<file path="config.mk">
export PLATFORM = sky130hd
export DESIGN_NAME = or_gate_sequencer
export DESIGN_NICKNAME = d
export VERILOG_FILES = /design/src/rtl/or_seq_pkg.sv /design/src/rtl/or_gate_sequencer_settle_timer.sv /design/src/rtl/or_gate_sequencer.sv
export SDC_FILE = /design/constraint.sdc
export NUM_CORES = 1
export LEC_CHECK = 0
export CAP_MARGIN = 25
export CORE_MARGIN = 2
export CORE_UTILIZATION = 49
export DETAILED_ROUTE_END_ITERATION = 12
export GPL_ROUTABILITY_DRIVEN = 0
export PLACE_DENSITY = 0.78
export SYNTH_ARGS = -nofsm -noshare
export SYNTH_HDL_FRONTEND = slang
export SYNTH_SLANG_ARGS = --single-unit
</file>
<file path="constraint.sdc">
create_clock -name clk -period 1.8 [get_ports clk]
set_clock_uncertainty 0.1 [all_clocks]
set_input_delay 0.36 -clock clk [delete_from_list [all_inputs] [get_ports clk]]
set_output_delay 0.36 -clock clk [all_outputs]
set_load 0.02 [all_outputs]
</file>
<file path="src/rtl/or_seq_pkg.sv">
// Shared types and constants for the OR gate sequencer.
// Optional stop-on-error mode: OR_SEQ_STOP_ON_ERR_EN.
package or_seq_pkg;

    typedef enum logic [2:0] {
        IDLE,
        APPLY,
        SETTLE,
        CHECK,
        DONE
    } state_t;

    localparam int NUM_VECTORS = 4;
    localparam int ERR_W       = 3;
    localparam int IDX_W       = 2;
    localparam int CNT_W       = 4;

    localparam logic [ERR_W-1:0] ERR_MAX = 3'd4;

    function automatic logic [ERR_W-1:0] sat_inc(input logic [ERR_W-1:0] v);
        return (v >= ERR_MAX) ? ERR_MAX : v + 1'b1;
    endfunction

endpackage

</file>
<file path="src/rtl/or_gate_sequencer_settle_timer.sv">
// Down-counter that times the SETTLE wait of the OR gate sequencer.
// Loaded while a vector is applied, counts down while settling.
module settle_timer
    import or_seq_pkg::*;
(
    input  logic             clk,
    input  logic             rst,
    input  logic             load,
    input  logic             en,
    input  logic [CNT_W-1:0] load_val,
    output logic             expired
);

    logic [CNT_W-1:0] count;

    always_ff @(posedge clk or posedge rst) begin
        if (rst) begin
            count <= '0;
        end else if (load) begin
            count <= load_val;
        end else if (en && count != '0) begin
            count <= count - 1'b1;
        end
    end

    assign expired = en && (count == '0);

endmodule

</file>
<file path="src/rtl/or_gate_sequencer.sv">
// Drives the four OR truth-table vectors to an external gate and checks Y.
// Define OR_SEQ_STOP_ON_ERR_EN to end a run at the first mismatch.
module or_gate_sequencer
    import or_seq_pkg::*;
#(
    parameter int SETTLE_CYCLES = 2
) (
    input  logic             clk,
    input  logic             rst,
    input  logic             start,
    output logic             A,
    output logic             B,
    input  logic             Y,
    output logic             busy,
    output logic             done,
    output logic             pass,
    output logic [ERR_W-1:0] err_count,
    output logic [IDX_W-1:0] vec_idx
);

    state_t           state;
    state_t           state_n;
    logic             drive;
    logic             expired;
    logic             mismatch;
    logic             last_vec;
    logic [ERR_W-1:0] err_next;

    settle_timer u_timer (
        .clk      (clk),
        .rst      (rst),
        .load     (state == APPLY),
        .en       (state == SETTLE),
        .load_val (CNT_W'(SETTLE_CYCLES - 1)),
        .expired  (expired)
    );

    // Operands are only presented while a vector is in flight.
    assign drive = (state == APPLY) || (state == SETTLE) || (state == CHECK);
    assign A     = drive & vec_idx[1];
    assign B     = drive & vec_idx[0];
    assign busy  = drive;
    assign done  = (state == DONE);

    assign mismatch = (state == CHECK) && (Y != (A | B));
    assign last_vec = (vec_idx == IDX_W'(NUM_VECTORS - 1));
    assign err_next = mismatch ? sat_inc(err_count) : err_count;

    always_ff @(posedge clk or posedge rst) begin
        if (rst) begin
            state <= IDLE;
        end else begin
            state <= state_n;
        end
    end

    always_comb begin
        state_n = state;
        unique case (state)
            IDLE: begin
                if (start) state_n = APPLY;
            end
            APPLY: begin
                state_n = SETTLE;
            end
            SETTLE: begin
                if (expired) state_n = CHECK;
            end
            CHECK: begin
`ifdef OR_SEQ_STOP_ON_ERR_EN
                if (mismatch || last_vec) state_n = DONE;
                else                      state_n = APPLY;
`else
                if (last_vec) state_n = DONE;
                else          state_n = APPLY;
`endif
            end
            DONE: begin
                state_n = IDLE;
            end
            default: begin
                state_n = IDLE;
            end
        endcase
    end

    always_ff @(posedge clk or posedge rst) begin
        if (rst) begin
            vec_idx   <= '0;
            err_count <= '0;
            pass      <= 1'b0;
        end else begin
            if (state == IDLE && start) begin
                vec_idx   <= '0;
                err_count <= '0;
                pass      <= 1'b0;
            end
            if (state == CHECK) begin
                err_count <= err_next;
                if (state_n == APPLY) vec_idx <= vec_idx + 1'b1;
                // Verdict must already be valid in the DONE cycle.
                if (state_n == DONE) pass <= (err_next == '0);
            end
        end
    end

endmodule

</file>
==> flow_summary.yaml <==
yosys:
  ys.flop_type: "dfrtp_1"
  synth_fp_nets: 87
  ys_ff_latch: 13
  synth_top_area_share_pct: 43.6
  synth_most_common_cell: "dfrtp_1"
  ys_seq_area_share_pct: 43.6
  yosysWarningCount: 0
  synthTopCellsByCount: "dfrtp_1, nor2_1, inv_1, nand2_1"
  yosysTopAreaCell: "dfrtp_1"
  synth_cells: 78
  synth_edf_count: 0
  synth_top_family_by_area: "simple AND/OR/NAND/NOR gates"
  synth_compound_area_share_pct: 8.72
  synth.area.top_cells: "dfrtp_1, ha_1, nor2_1, a21oi_1, inv_1"
  yosys.cell_types.count: 31
  synthSimpleGateAreaFrac_pct: 27.7
  synthArstFlopShare_pct: 100
  synth_area_per_cell_sq_um: 9.56
  yosys.area_share.adder_pct: 8.39
  synth.cell_area_sq_um: 746
  synth_xor_area_share_pct: 4.70
  muxShareOfSynthArea_pct: 2.85
final_layout:
  final_nets: 110
  drive_above_1_share_pct: 18.0
  post-route-util_pct: 65.1
  nFillCells: 139
  instances_no_fill: 116
  area_delta_synth_final_pct: 28.5
  antenna_cells: 0
drt:
  vias: 597
  via_per_inst: 5.15
  drtIter0Drc: 5
  wl_per_cell_um: 11.5
  ant_nets: 0
  drc: 0
  dr.pass1.iters: 3
  totalWireLength_mm: 1.33
setup_path:
  rr_endpoint: "u_timer.count[0]"
  cp.required_ns: 1.34
  crit_family: "buffers and inverters"
  cp_slowest_stage_delay_ns: 0.60
  endpoint: "vec_idx[0]"
  r2r_cells: 6
  r2r-start: "u_timer.count[0]"
  cp-startpoint: "vec_idx[0]"
  worst-path-stages: 1
  crit_chain: "clkdlybuf4s50_1"
  crit_slowest_cell: "clkdlybuf4s50_1"
  crit_path_start_kind: "flip-flop"
  critPathArrivalTime_ns: 1.25
  endpoint_kind: "primary output"
  reg2reg_slack_ns: 0.11
  critPathBufInv: 1
  critPathMaxFanout: 3
  crit_type: "flip-flop to primary output"
global_route:
  grt_pass1_wl_mm: 2.36
  grt_use_total_pct: 17.8
  grt_max_degree: 14
  grt_overflow: 0
  grt_pass1_vias: 554
  antenna_found_initial: 0
power:
  seqPwrFrac_pct: 31.9
  powerDensity_nw_per_um2: 1650
  swShare_pct: 42.5
  leakagePower_nw: 0.483
  finalPower_mw: 1.58
  p_int_uw: 907
  clkPwrFrac_pct: 11.1
  p_sw_uw: 670
  combPwrFrac_pct: 57.0
  vdd_drop_max_uv: 853
place:
  hpwl_mm: 1.04
  dp.cells: 112
  place_ws_ns: -0.0519
  port_buffers: 13
timing:
  drv_slew: 0
  period_needed_ns: 1.71
  min_period_over_period_pct: 94.8
  max_slew_margin_pct: 65.3
  fin_ws_ns: 0.0943
  setup_viol: 0
  hold_violations: 0
  rsz0062_at_grt: "false"
  max_freq_ghz: 0.586
  worstMarginPinSlew_ns: 0.520
clock_tree:
  clk_latency_ns: 0.27
  cts.sinks: 13
  tritoncts: "done"
  cts-root-buf: "clkbuf_4"
  clockBufferDepth: 2
  cts_setup_buffers: 0
  cts_made_buffers: 3
  clk_pin_slew_ns: 0.07
  cts_hold_buf: 0
  htreeDepth: 1
floorplanning:
  core_area_sq_um: 1470
  initial_utilization_pct: 50.7
  die_h_um: 43.0
  io_pins: 14
  die_area_sq_um: 1850
  die_w_um: 43.0
  rows: 14
run_status:
  outcome: "finished, final reports clean"
hold_path:
  hold_class: "primary input to async pin"
run:
  drv_cap: 0
## final cells by class
class | count | area [sq um] | share of cell area, %
multi-input cells | 58 | 398 | 41.5
flip-flops and latches | 13 | 325 | 33.9
repair buffers | 19 | 166 | 17.4
clock buffers | 4 | 26.3 | 2.74
inverters | 6 | 22.5 | 2.35
well taps | 16 | 20.0 | 2.09
## per-layer routing
metal,vias to the layer above,share of wire [%],track usage (%)
met3,3,5.1,6.81
met2,13,48,27.3
met4,0,1.4,6.06
li1,308,-,-
met1,273,46,23.2
met5,-,0,0
## layout by cell type, fill, tap and decap left out
| cell | instances |
|---|---|
| nand3_1 | 1 |
| ha_1 | 5 |
| or4_1 | 1 |
| nor3b_1 | 2 |
| clkdlybuf4s50_1 | 5 |
| and2_2 | 1 |
| clkbuf_4 | 3 |
| or3b_1 | 1 |
| nor3_4 | 1 |
| o21ai_0 | 2 |
| buf_4 | 6 |
| clkbuf_2 | 2 |
| nand3b_1 | 1 |
| clkdlybuf4s15_1 | 1 |
| dlymetal6s2s_1 | 2 |
| nand2_1 | 6 |
| dlygate4sd2_1 | 3 |
| a31oi_1 | 1 |
| xor2_1 | 2 |
| nor3_2 | 1 |
| a211oi_2 | 1 |
| nand2b_1 | 1 |
| xnor2_1 | 2 |
| clkbuf_1 | 1 |
| nor2b_1 | 1 |
| nand3b_2 | 1 |
| dfrtp_1 | 13 |
| nand4_1 | 2 |
| and2_1 | 2 |
| o22a_1 | 1 |
| nor3_1 | 2 |
| inv_1 | 6 |
| a21oi_1 | 5 |
| mux2_2 | 1 |
| mux2i_1 | 1 |
| nor2_1 | 10 |
| o21a_1 | 1 |
| nor2_2 | 1 |
| and3_1 | 1 |
## through the flow
stage               TNS [ns]  area (sq um)  hold slack [ns]
global route               0           958            0.329
global placement     -0.0287           933            0.446
floorplan                  0           746            0.137
detailed placement   -0.0926           933            0.442
finish                     0           958            0.294
CTS                        0           955            0.304
## logic make-up after synthesis
| group | Yosys count |
|---|---|
| AOI/OAI and AO/OA | 11 |
| xor gates and xnor gates | 4 |
| adders and majority gates | 5 |
| buffers and inverters | 7 |
| DFF | 13 |
| muxes | 2 |
| and+or+nand+nor | 36 |
## power groups by stage
stage          clock network (mW)  logic, mW  registers, mW
4_1_cts                     0.186      0.897          0.502
2_1_floorplan                   0      0.534          0.565
5_1_grt                     0.207       1.01          0.520
6_report                    0.176      0.898          0.503
3_5_place_dp                    0      0.926          0.503
3_3_place_gp                    0      0.903          0.501
## registers in the layout, summed over array words and instances (netlist names)
| register | cells |
|---|---|
| state | 3 |
| vec_idx | 2 |
| pass | 1 |
| err_count | 3 |
| u_timer.count | 4 |
## how the worst min path moves through the flow
stage                  endpoint  slack, ns  cells past startpoint
2_1_floorplan      err_count[0]       0.14                      1
3_3_place_gp   u_timer.count[0]       0.45                      2
3_5_place_dp   u_timer.count[0]       0.44                      2
4_1_cts        u_timer.count[1]       0.30                      2
5_1_grt        u_timer.count[0]       0.33                      2
6_report       u_timer.count[0]       0.29                      2
## worst reg2reg max path, delay by kind of cell (launching register included)
kind	cells	cell delay (ns)
fa+ha+maj	1	0.15
xor+xnor	1	0.15
simple gates	3	0.69
buf+inv	1	0.09
flops	1	0.41
## timing repair
action / CTS / global route
resized for setup: 7 / 8
endpoints found under the setup margin: 6 / 6
cloned: 0 / 0
Note: power is estimated with default switching activity, not from simulation.
